===== src/rtl/onehot_mask_encoder.sv =====
// Turns a DATA_W-bit mask into one CODE_W-bit index per set bit, one per cycle, over valid/ready.
// Scan order is ascending by default; define ONEHOT_MASK_ENCODER_MSB_FIRST_EN for descending.
module onehot_mask_encoder #(
  parameter int DATA_W = 32,
  parameter int CODE_W = 5
) (
  input  logic              clk,
  input  logic              rst,
  input  logic              in_valid,
  output logic              in_ready,
  input  logic [DATA_W-1:0] in_mask,
  output logic              out_valid,
  input  logic              out_ready,
  output logic [CODE_W-1:0] out_code,
  output logic              out_last,
  output logic              empty_drop
);

  typedef enum logic {S_IDLE, S_EMIT} state_t;

  state_t              r_state, w_state_nxt;
  logic [DATA_W-1:0]   r_mask, w_mask_nxt;
  logic [CODE_W-1:0]   r_code, w_code_nxt;
  logic                r_last, w_last_nxt;
  logic                r_drop, w_drop_nxt;

  logic                w_fire_out;
  logic                w_accept;
  logic [DATA_W-1:0]   w_rem;

  function automatic logic [CODE_W-1:0] scan_first(input logic [DATA_W-1:0] v);
    logic [CODE_W-1:0] idx;
    scan_first = '0;
`ifdef ONEHOT_MASK_ENCODER_MSB_FIRST_EN
    for (int unsigned i = 0; i < DATA_W; i++) begin
      idx = CODE_W'(i);
      if (v[idx]) scan_first = idx;
    end
`else
    for (int unsigned i = DATA_W; i > 0; i--) begin
      idx = CODE_W'(i - 1);
      if (v[idx]) scan_first = idx;
    end
`endif
  endfunction

  // For a non-zero vector, clearing the lowest set bit leaves zero only when exactly one bit was set.
  function automatic logic is_single(input logic [DATA_W-1:0] v);
    is_single = ((v & (v - DATA_W'(1))) == '0);
  endfunction

  assign out_valid  = (r_state == S_EMIT);
  assign out_code   = r_code;
  assign out_last   = r_last;
  assign empty_drop = r_drop;

  assign w_fire_out = out_valid && out_ready;
  assign in_ready   = (r_state == S_IDLE) || (w_fire_out && r_last);
  assign w_accept   = in_valid && in_ready;
  assign w_rem      = r_mask & ~(DATA_W'(1) << r_code);

  always_comb begin
    w_state_nxt = r_state;
    w_mask_nxt  = r_mask;
    w_code_nxt  = r_code;
    w_last_nxt  = r_last;
    w_drop_nxt  = 1'b0;
    // A new accept takes priority so the final handshake can reload without a bubble.
    if (w_accept) begin
      if (in_mask != '0) begin
        w_state_nxt = S_EMIT;
        w_mask_nxt  = in_mask;
        w_code_nxt  = scan_first(in_mask);
        w_last_nxt  = is_single(in_mask);
      end else begin
        w_state_nxt = S_IDLE;
        w_mask_nxt  = '0;
        w_code_nxt  = '0;
        w_last_nxt  = 1'b0;
        w_drop_nxt  = 1'b1;
      end
    end else if (w_fire_out) begin
      if (r_last) begin
        w_state_nxt = S_IDLE;
        w_mask_nxt  = '0;
        w_code_nxt  = '0;
        w_last_nxt  = 1'b0;
      end else begin
        w_mask_nxt  = w_rem;
        w_code_nxt  = scan_first(w_rem);
        w_last_nxt  = is_single(w_rem);
      end
    end
  end

  always_ff @(posedge clk or posedge rst) begin
    if (rst) begin
      r_state <= S_IDLE;
      r_mask  <= '0;
      r_code  <= '0;
      r_last  <= 1'b0;
      r_drop  <= 1'b0;
    end else begin
      r_state <= w_state_nxt;
      r_mask  <= w_mask_nxt;
      r_code  <= w_code_nxt;
      r_last  <= w_last_nxt;
      r_drop  <= w_drop_nxt;
    end
  end

endmodule


===== config.mk =====
export PLATFORM = sky130hd
export DESIGN_NAME = onehot_mask_encoder
export DESIGN_NICKNAME = d
export VERILOG_FILES = /design/src/rtl/onehot_mask_encoder.sv
export SDC_FILE = /design/constraint.sdc
export NUM_CORES = 1
export LEC_CHECK = 0
export CORE_UTILIZATION = 60
export CTS_CLUSTER_DIAMETER = 50
export DETAILED_ROUTE_END_ITERATION = 10
export HOLD_SLACK_MARGIN = 0.02
export PLACE_DENSITY = 0.95
export SLEW_MARGIN = 10
export SYNTH_ARGS = -nofsm -noshare
export SYNTH_HDL_FRONTEND = slang
export SYNTH_SLANG_ARGS = --single-unit

===== constraint.sdc =====
create_clock -name clk -period 4.6 [get_ports clk]
set_clock_uncertainty 0.05 [all_clocks]
set_input_delay 0.92 -clock clk [delete_from_list [all_inputs] [get_ports clk]]
set_output_delay 0.92 -clock clk [all_outputs]
set_load 0.005 [all_outputs]

=== Word-level counts from Yosys, hierarchy flattened ===
Index checks and enable logic that the tools add are counted.

* Muxes and demuxes: 82
* $mul: 0
* Div/mod/pow operators: 0
* Shift operators: 1
* Add/subtract/negate cells: 2
* Reductions and logical operators: 10
* Bitwise gates (word level): 5
* Equality and inequality tests: 0
* Magnitude comparators: 0

{| class="wikitable"
|+ Operators by type and width
! operator !! count
|-
| two-way mux 5 bit || 68
|-
| two-way mux 32 bit || 4
|-
| bitwise AND 32 bit || 3
|-
| logical NOT 32 bit || 2
|-
| subtractor 32 x 1 -> 32 bit, second input constant || 2
|-
| inverter 32 bit || 1
|-
| nonzero test 32 bit || 1
|-
| << shifter 1 x 5 -> 32 bit, first input constant || 1
|-
| two-way mux 1 bit || 10
|-
| nonzero test 2 bit || 2
|-
| logical AND 1 bit || 3
|-
| AND reduction 2 bit || 1
|-
| logical OR 1 bit || 1
|-
| inverter 1 bit || 1
|}

* Latch bits: 0
* RAM bits: 0
* Memories kept: 0
* Memory bits (read-only): 0
* Word-level logic and storage cells: 105
* Input port bits: 36
* Bits in registers: 40

=== Logic depth before layout (Yosys ltp) ===
Gate-level depths: netlist of run 1.

* Word-level depth: 38
* Mapped depth: 12
* Depth with buffers taken out: 9

=== Least setup slack after synthesis of run 1 ===
OpenSTA, ideal clock, no wires.

* Path type: input to register
* Start: input port in_mask[13]
* End: register r_last (netlist: out_last)
* Data arrival time: 2943 ps
* Setup time: 78 ps
* Slack: 1529 ps
* Data required time: 4472 ps
* Cell stages on the path: 10
* Cell sequence: clkbuf_1 > nor4_2 > nand4_4 > nor2_2 > nand3_1 > maj3_2 > o21bai_1 > or4_1 > o22ai_1 > o21bai_1

* Longest elaborated chain between the ends: 5

{| class="wikitable"
|+ Ends and longest elaborated chain
! item !! RTL line !! RTL
|-
| from (decl) || 11 || <nowiki>input logic [DATA_W-1:0] in_mask,</nowiki>
|-
| subtractor 32 x 1 -> 32 bit || 49 || <nowiki>is_single = ((v & (v - DATA_W'(1))) == '0);</nowiki>
|-
| bitwise AND 32 bit || 49 ||
|-
| logical NOT 32 bit || 49 ||
|-
| two-way mux 1 bit (*) || 70 || <nowiki>if (in_mask != '0) begin</nowiki>
|-
| two-way mux 1 bit (*) || 69 || <nowiki>if (w_accept) begin</nowiki>
|-
| to (signal assigned) || 107 || <nowiki>r_last <= w_last_nxt;</nowiki>
|-
| to (decl) || 24 || <nowiki>logic r_last, w_last_nxt;</nowiki>
|}

Every way passes the cells marked *; elsewhere a longest branch is shown, timed or not.
A chain may end at the register's enable or synchronous reset.

=== Worst setup path in the final report of run 1 ===
* Start: input port in_mask[11]
* End: register r_last (netlist: out_last)

The elaborated chain is that of the path after synthesis.

==> flow_summary.ini, run 1 <==
[place]
io_buffers = 44
dpl_cell_area_sq_um = 4160
place_ws_ns = 0.722
gp_congestion = 0.979
hpwl_microns = 8820
place_inst = 587

[synth]
syn_inst = 486
synth_edf_count = 0
ys_seq_elements = 40
synthMuxAreaShare = 0
synth_compound_area_frac = 0.364
synth_top_family_by_area = compound AO/OA/AOI/OAI gates
yosysUniqueCellTypes = 65
synth_area_sq_um = 3700
seq_area_frac_synth = 0.270
syn_avg_cell_area_sq_um = 7.62
synthSimpleGateAreaFrac = 0.301
yosys_most_used_dff = dfrtp_1
synth_nets = 522
synth-async-reset-ratio = 1.00
ys_warn_count = 0
synth_xor_area_frac = 0
synthAdderAreaFrac = 0.0196

[floorplanning]
io-pin-count = 45
core_sq_um = 5920
rows = 28
fp.dieH_microns = 80.5
start_util = 0.625
die_area_sq_um = 6490
die_x_microns = 80.5

[sta]
rsz0062_at_grt = false
hold_viol = 0
fin_crit_sh = 0.782
fmax_ghz = 0.278
timing.final.ws_setup_ns = 1.01
tightest_slew_ns = 0.733
timing.final.crit_period_ns = 3.59
worst_slew_margin_rel = 0.507
drv_slew = 0
finalSetupViolations = 0
setup_tns_ns = 0

[worst_setup_path]
r2r_slack_ns = 1.25
required_ns = 4.79
crit_buf_inv = 1
cpPeakStageDelay_ns = 0.59
critical_path.endpoint_type = register
crit_arrival_ns = 3.78
crit_type = primary input to register
crit_family = simple AND/OR/NAND/NOR gates
worstPathMaxFanout = 6
crit_slowest_cell = nor4_2
start_kind = primary input
path_cells = clkdlybuf4s50_1, nor4_2, nand3_1, o41ai_1, and4b_1, nand4_1, or4_1, o22ai_1, o21bai_1

[clocking]
clk_latency_ns = 0.31
cts_tree = built
clockBufferDepth = 2
clock_sinks = 40
cts_buffers = 5
cts-resized-gates = 0
htree_levels = 2
clockRootBuffer = clkbuf_8
cts_hold_buf = 0
cts_setup_buffers = 0
clkTransAtPathRegs_ns = 0.09

[route]
wl_per_cell_microns = 20.2
drc = 0
drt-vias-per-instance = 7.10
num_vias = 4225
detail-route-antenna-nets = 0
firstDrtPassIters = 6
wl_microns = 12000
drt_iter0_drc = 608

[global_routing]
grt_max_degree = 48
grt_use_total = 0.387
grt_pass1_wl_microns = 18900
grt_pass1_vias = 3774
antenna_found_initial = 0
gr-total-overflow = 0

[pwr]
clkPwrFrac = 0.109
intPower_mw = 1.15
p_sw_mw = 1.21
swShare = 0.511
comb_power_share = 0.613
p_leak_nw = 1.53
pwr-share-seq = 0.278
power_mw = 2.36
vdd_drop_max_mv = 0.435
powerDensity_nw_per_um2 = 555

[flow_run]
cap_violations = 0

[cells_and_area]
fillCellCount = 480
final_nets = 555
drive_gt1_frac = 0.0904
design_area_sq_um = 4250
num_antenna_cells = 0
layout.cells.non_filler = 595
syn_to_final_growth_pct = 14.8

[status]
status = complete, no violations

[min_path]
hold_path.class = register to register
-- power by group through the flow --
| stage | Combinational (mW) | Clock [mW] | Sequential (mW) |
|---|---|---|---|
| 3_3_place_gp | 1.38 | 0 | 0.644 |
| 5_1_grt | 1.58 | 0.264 | 0.667 |
| 4_1_cts | 1.41 | 0.253 | 0.645 |
| 6_report | 1.45 | 0.256 | 0.656 |
| 2_1_floorplan | 1.08 | 0 | 0.588 |
| 3_5_place_dp | 1.40 | 0 | 0.650 |
-- layout make-up --
cell class              count  area, sq um  area share
clock buffers               8         90.1      0.0212
inverters                   9         33.8     0.00795
multi-input cells         412         2540       0.597
flip-flops and latches     40         1000       0.236
well taps                  75         93.8      0.0221
repair buffers             51          493       0.116
-- cell usage in the layout (no fill, tap or decap), types with 5 or more instances in the layout --
master            n
a21oi_1          34
a221oi_1         16
a31oi_1           6
buf_4             7
clkbuf_8          6
clkdlybuf4s50_1  44
dfrtp_1          40
inv_1             9
maj3_1            5
nand2_1          53
nand2b_1          5
nand3_1           9
nand4_1           6
nor2_1           74
nor3_1           13
o21a_1           22
o21ai_0          53
o21ai_1           8
o21ai_2          10
o22ai_1           5
o31ai_1           9
-- through the flow --
stage / utilization / hold WS (ns)
finish: 0.718 / 0.450
global route: 0.718 / 0.464
CTS: 0.718 / 0.441
detailed placement: 0.702 / 0.422
global placement: 0.702 / 0.416
floorplan: - / 0.394
-- worst reg2reg max path: cells and delay by family, from the launching register on --
kind,cells,cell delay [ns]
flops,1,0.67
fa+ha+maj,1,0.31
compound gates,4,0.94
simple gates,4,1.32
-- layer usage --
layer | wire length (microns) | global-route usage | part of all wire | vias up
li1 | - | - | - | 1913
met1 | 5070 | 0.553 | 0.42 | 1987
met2 | 5310 | 0.587 | 0.44 | 294
met3 | 1360 | 0.0636 | 0.11 | 31
met4 | 279 | 0.125 | 0.023 | 0
met5 | 0 | 0 | 0 | -
-- synthesized netlist by cell type, types with 3 or more instances --
cell type | count | area, sq um
a2111oi_0 | 3 | 26.3
a21oi_1 | 35 | 175
a221oi_1 | 16 | 140
a22oi_1 | 3 | 22.5
a31oi_1 | 6 | 37.5
a32oi_1 | 4 | 35.0
and2_1 | 4 | 25.0
buf_2 | 4 | 20.0
buf_6 | 4 | 45.0
clkbuf_1 | 15 | 56.3
dfrtp_1 | 40 | 1000
inv_1 | 9 | 33.8
maj3_1 | 5 | 50.1
nand2_1 | 53 | 199
nand2b_1 | 5 | 31.3
nand3_1 | 9 | 45.0
nand3b_1 | 4 | 30.0
nand4_1 | 6 | 37.5
nor2_1 | 74 | 278
nor3_1 | 13 | 65.1
nor4_1 | 4 | 25.0
nor4_4 | 3 | 63.8
o211ai_1 | 4 | 30.0
o21a_1 | 22 | 165
o21ai_0 | 53 | 265
o21ai_1 | 8 | 40.0
o21ai_2 | 10 | 87.6
o21bai_1 | 4 | 30.0
o22ai_1 | 5 | 31.3
o31ai_1 | 9 | 67.6
or3_1 | 3 | 18.8
-- logic make-up after synthesis --
group / Yosys count
flops: 40
fa+ha+maj: 7
simple gates: 203
compound gates: 202
buf+inv: 34
-- flip-flops by register name, indices dropped and copies added, names as in the netlist --
register / count
out_code: 5
out_last: 1
out_valid: 1
r_mask: 32
empty_drop: 1
-- worst paths after layout --
| path | startpoint | endpoint | cells after the start |
|---|---|---|---|
| min | r_mask[21]$_DFFE_PP0P_ | r_mask[21]$_DFFE_PP0P_ | 2 |
| max reg2reg | out_code[3]$_DFFE_PP0P_ | out_last$_DFFE_PP0P_ | 9 |
| min in group asynchronous | rst | r_mask[4]$_DFFE_PP0P_ | 3 |
| max | in_mask[11] | out_last$_DFFE_PP0P_ | 9 |
| min reg2reg | r_mask[21]$_DFFE_PP0P_ | r_mask[21]$_DFFE_PP0P_ | 2 |
| max in group asynchronous | rst | empty_drop$_DFF_PP0_ | 3 |
Note: power is estimated with default switching activity, not from simulation.
==> run 2, diff against run 1 <==
--- a/config.mk
+++ b/config.mk
@@ -5,11 +5,11 @@
 export SDC_FILE = /design/constraint.sdc
 export NUM_CORES = 1
 export LEC_CHECK = 0
-export CORE_UTILIZATION = 60
+export CORE_UTILIZATION = 52
 export CTS_CLUSTER_DIAMETER = 50
 export DETAILED_ROUTE_END_ITERATION = 10
 export HOLD_SLACK_MARGIN = 0.02
-export PLACE_DENSITY = 0.95
+export PLACE_DENSITY = 0.89
 export SLEW_MARGIN = 10
 export SYNTH_ARGS = -nofsm -noshare
 export SYNTH_HDL_FRONTEND = slang
==> constraint.sdc (replaced) <==
create_clock -name clk -period 3.09 [get_ports clk]
set_clock_uncertainty 0.05 [all_clocks]
set_input_delay 0.618 -clock clk [delete_from_list [all_inputs] [get_ports clk]]
set_output_delay 0.618 -clock clk [all_outputs]
set_load 0.005 [all_outputs]
==> flow_summary.ini, run 2 (same netlist as run 1, synthesis figures left out) <==
[route]
num_vias = 4851
wl_microns = 14500
drt-vias-per-instance = 6.69
firstDrtPassIters = 6
drc = 0
wl_per_cell_microns = 19.9
detail-route-antenna-nets = 0
drt_iter0_drc = 662

[place]
io_buffers = 44
hpwl_microns = 10800
place_inst = 717
gp_congestion = 1.07
dpl_cell_area_sq_um = 5000

[floorplanning]
start_util = 0.542
die_x_microns = 86.4
rows = 30
fp.dieH_microns = 86.4
die_area_sq_um = 7460
core_sq_um = 6830
io-pin-count = 45

[worst_setup_path]
crit_arrival_ns = 3.22
cp-startpoint = out_code[1]$_DFFE_PP0P_
r2r-start = out_code[1]$_DFFE_PP0P_
required_ns = 3.28
setup.worst_path.end = out_code[1]$_DFFE_PP0P_
path_depth = 8
path_cells = or2_4, buf_4, o21ai_0, nand2_1, o2111ai_1, a21oi_1, a2111oi_0, or3_1
crit_buf_inv = 1
crit_type = register to register
crit_family = compound AO/OA/AOI/OAI gates
r2r_slack_ns = 0.05
rr_worst_depth = 8
start_kind = register
critical_path.endpoint_type = register
timing.rr.end = out_code[1]$_DFFE_PP0P_
cpPeakStageDelay_ns = 0.65
worstPathMaxFanout = 7
crit_slowest_cell = a2111oi_0

[sta]
setup_tns_ns = 0
finalSetupViolations = 0
hold_viol = 0
timing.final.crit_period_ns = 3.04
drv_slew = 0
fmax_ghz = 0.329
worst_slew_margin_rel = 0.499
fin_crit_sh = 0.983
tightest_slew_ns = 0.733

[cells_and_area]
layout.cells.non_filler = 725
largest_register_ffs = 32
multi_input_area_sq_um = 2570
final_common_cell = buf_4
final_nets = 664
syn_to_final_growth_pct = 39.4
num_antenna_cells = 0
final_cell_mix = 116 x buf_4, 73 x nor2_1, 53 x nand2_1, 53 x o21ai_0, 44 x clkdlybuf4s50_1
regMostFlops = r_mask
fillCellCount = 509
design_area_sq_um = 5160
regArea_sq_um = 1000
fin_util = 0.755
drive_gt1_frac = 0.259

[global_routing]
grt_max_degree = 41
antenna_found_initial = 0
grt_pass1_wl_microns = 22800
grt_use_total = 0.399
grt_pass1_vias = 4555
gr-total-overflow = 0

[clocking]
clock_sinks = 40
cts_buffers = 5
cts_tree = built
clkTransAtPathRegs_ns = 0.08
clockBufferDepth = 2
htree_levels = 2
clockRootBuffer = clkbuf_8
clk_latency_ns = 0.31

[pwr]
power_mw = 4.24
powerDensity_nw_per_um2 = 823
p_leak_nw = 2.08
vdd_drop_max_mv = 0.623

[flow_run]
cap_violations = 0

[status]
status = complete, no violations

[min_path]
hold_path.class = register to register
[run 2: worst register-to-register path: cells and delay by family, from the launching register on]
kind                   cells  cell delay [ns]
AND/OR/NAND/NOR            3             0.71
flip-flops                 1             0.47
AO/OA/AOI/OAI              4             1.57
buffers and inverters      1             0.17
[run 2: final cells by class]
cell class                      count  area share
Clock inverter                      1     0.00582
Sequential cell                    40       0.194
Multi-Input combinational cell    412       0.497
Timing Repair Buffer              160       0.254
Clock buffer                        7      0.0187
Inverter                            9     0.00655
Tap cell                           96      0.0233
[run 2: power by group]
| group | leakage, nW | total, mW | switching [mW] | internal (mW) |
|---|---|---|---|---|
| Combinational | 1.53 | 2.80 | 1.60 | 1.20 |
| Sequential | 0.490 | 0.958 | 0.220 | 0.738 |
| Clock | 0.0645 | 0.487 | 0.202 | 0.285 |
[run 2: how the worst min path moves through the flow]
stage / startpoint / endpoint / slack, ns / cells past startpoint
floorplan: r_mask[22]$_DFFE_PP0P_ / r_mask[22]$_DFFE_PP0P_ / 0.39 / 2
global placement: r_mask[22]$_DFFE_PP0P_ / r_mask[22]$_DFFE_PP0P_ / 0.41 / 2
detailed placement: r_mask[22]$_DFFE_PP0P_ / r_mask[22]$_DFFE_PP0P_ / 0.43 / 2
CTS: r_mask[22]$_DFFE_PP0P_ / r_mask[22]$_DFFE_PP0P_ / 0.46 / 2
global route: r_mask[25]$_DFFE_PP0P_ / r_mask[25]$_DFFE_PP0P_ / 0.49 / 2
finish: r_mask[31]$_DFFE_PP0P_ / r_mask[31]$_DFFE_PP0P_ / 0.46 / 2
[run 2: stage by stage]
stage / setup slack, ns / hold slack [ns]
after detailed placement: -0.170 / 0.427
after CTS: 0.0832 / 0.461
final: 0.0523 / 0.464
after global routing: -0.0821 / 0.492
after floorplan: 0.321 / 0.394
after global placement: -0.0575 / 0.411
[run 2: what timing repair did]
action / in CTS / in global routing
buffers inserted: 0 / 0
resized for setup: 0 / 6
hold buffers: 0 / 0
setup endpoints to repair: 0 / 1
[run 2: per-layer routing]
| metal | track usage | routed length (microns) | part of all wire | vias to the layer above |
|---|---|---|---|---|
| met5 | 0 | 0 | 0 | - |
| met4 | 0.188 | 719 | 0.050 | 0 |
| met3 | 0.0771 | 1780 | 0.12 | 104 |
| met2 | 0.618 | 6390 | 0.44 | 394 |
| met1 | 0.538 | 5570 | 0.39 | 2220 |
| li1 | - | - | - | 2133 |
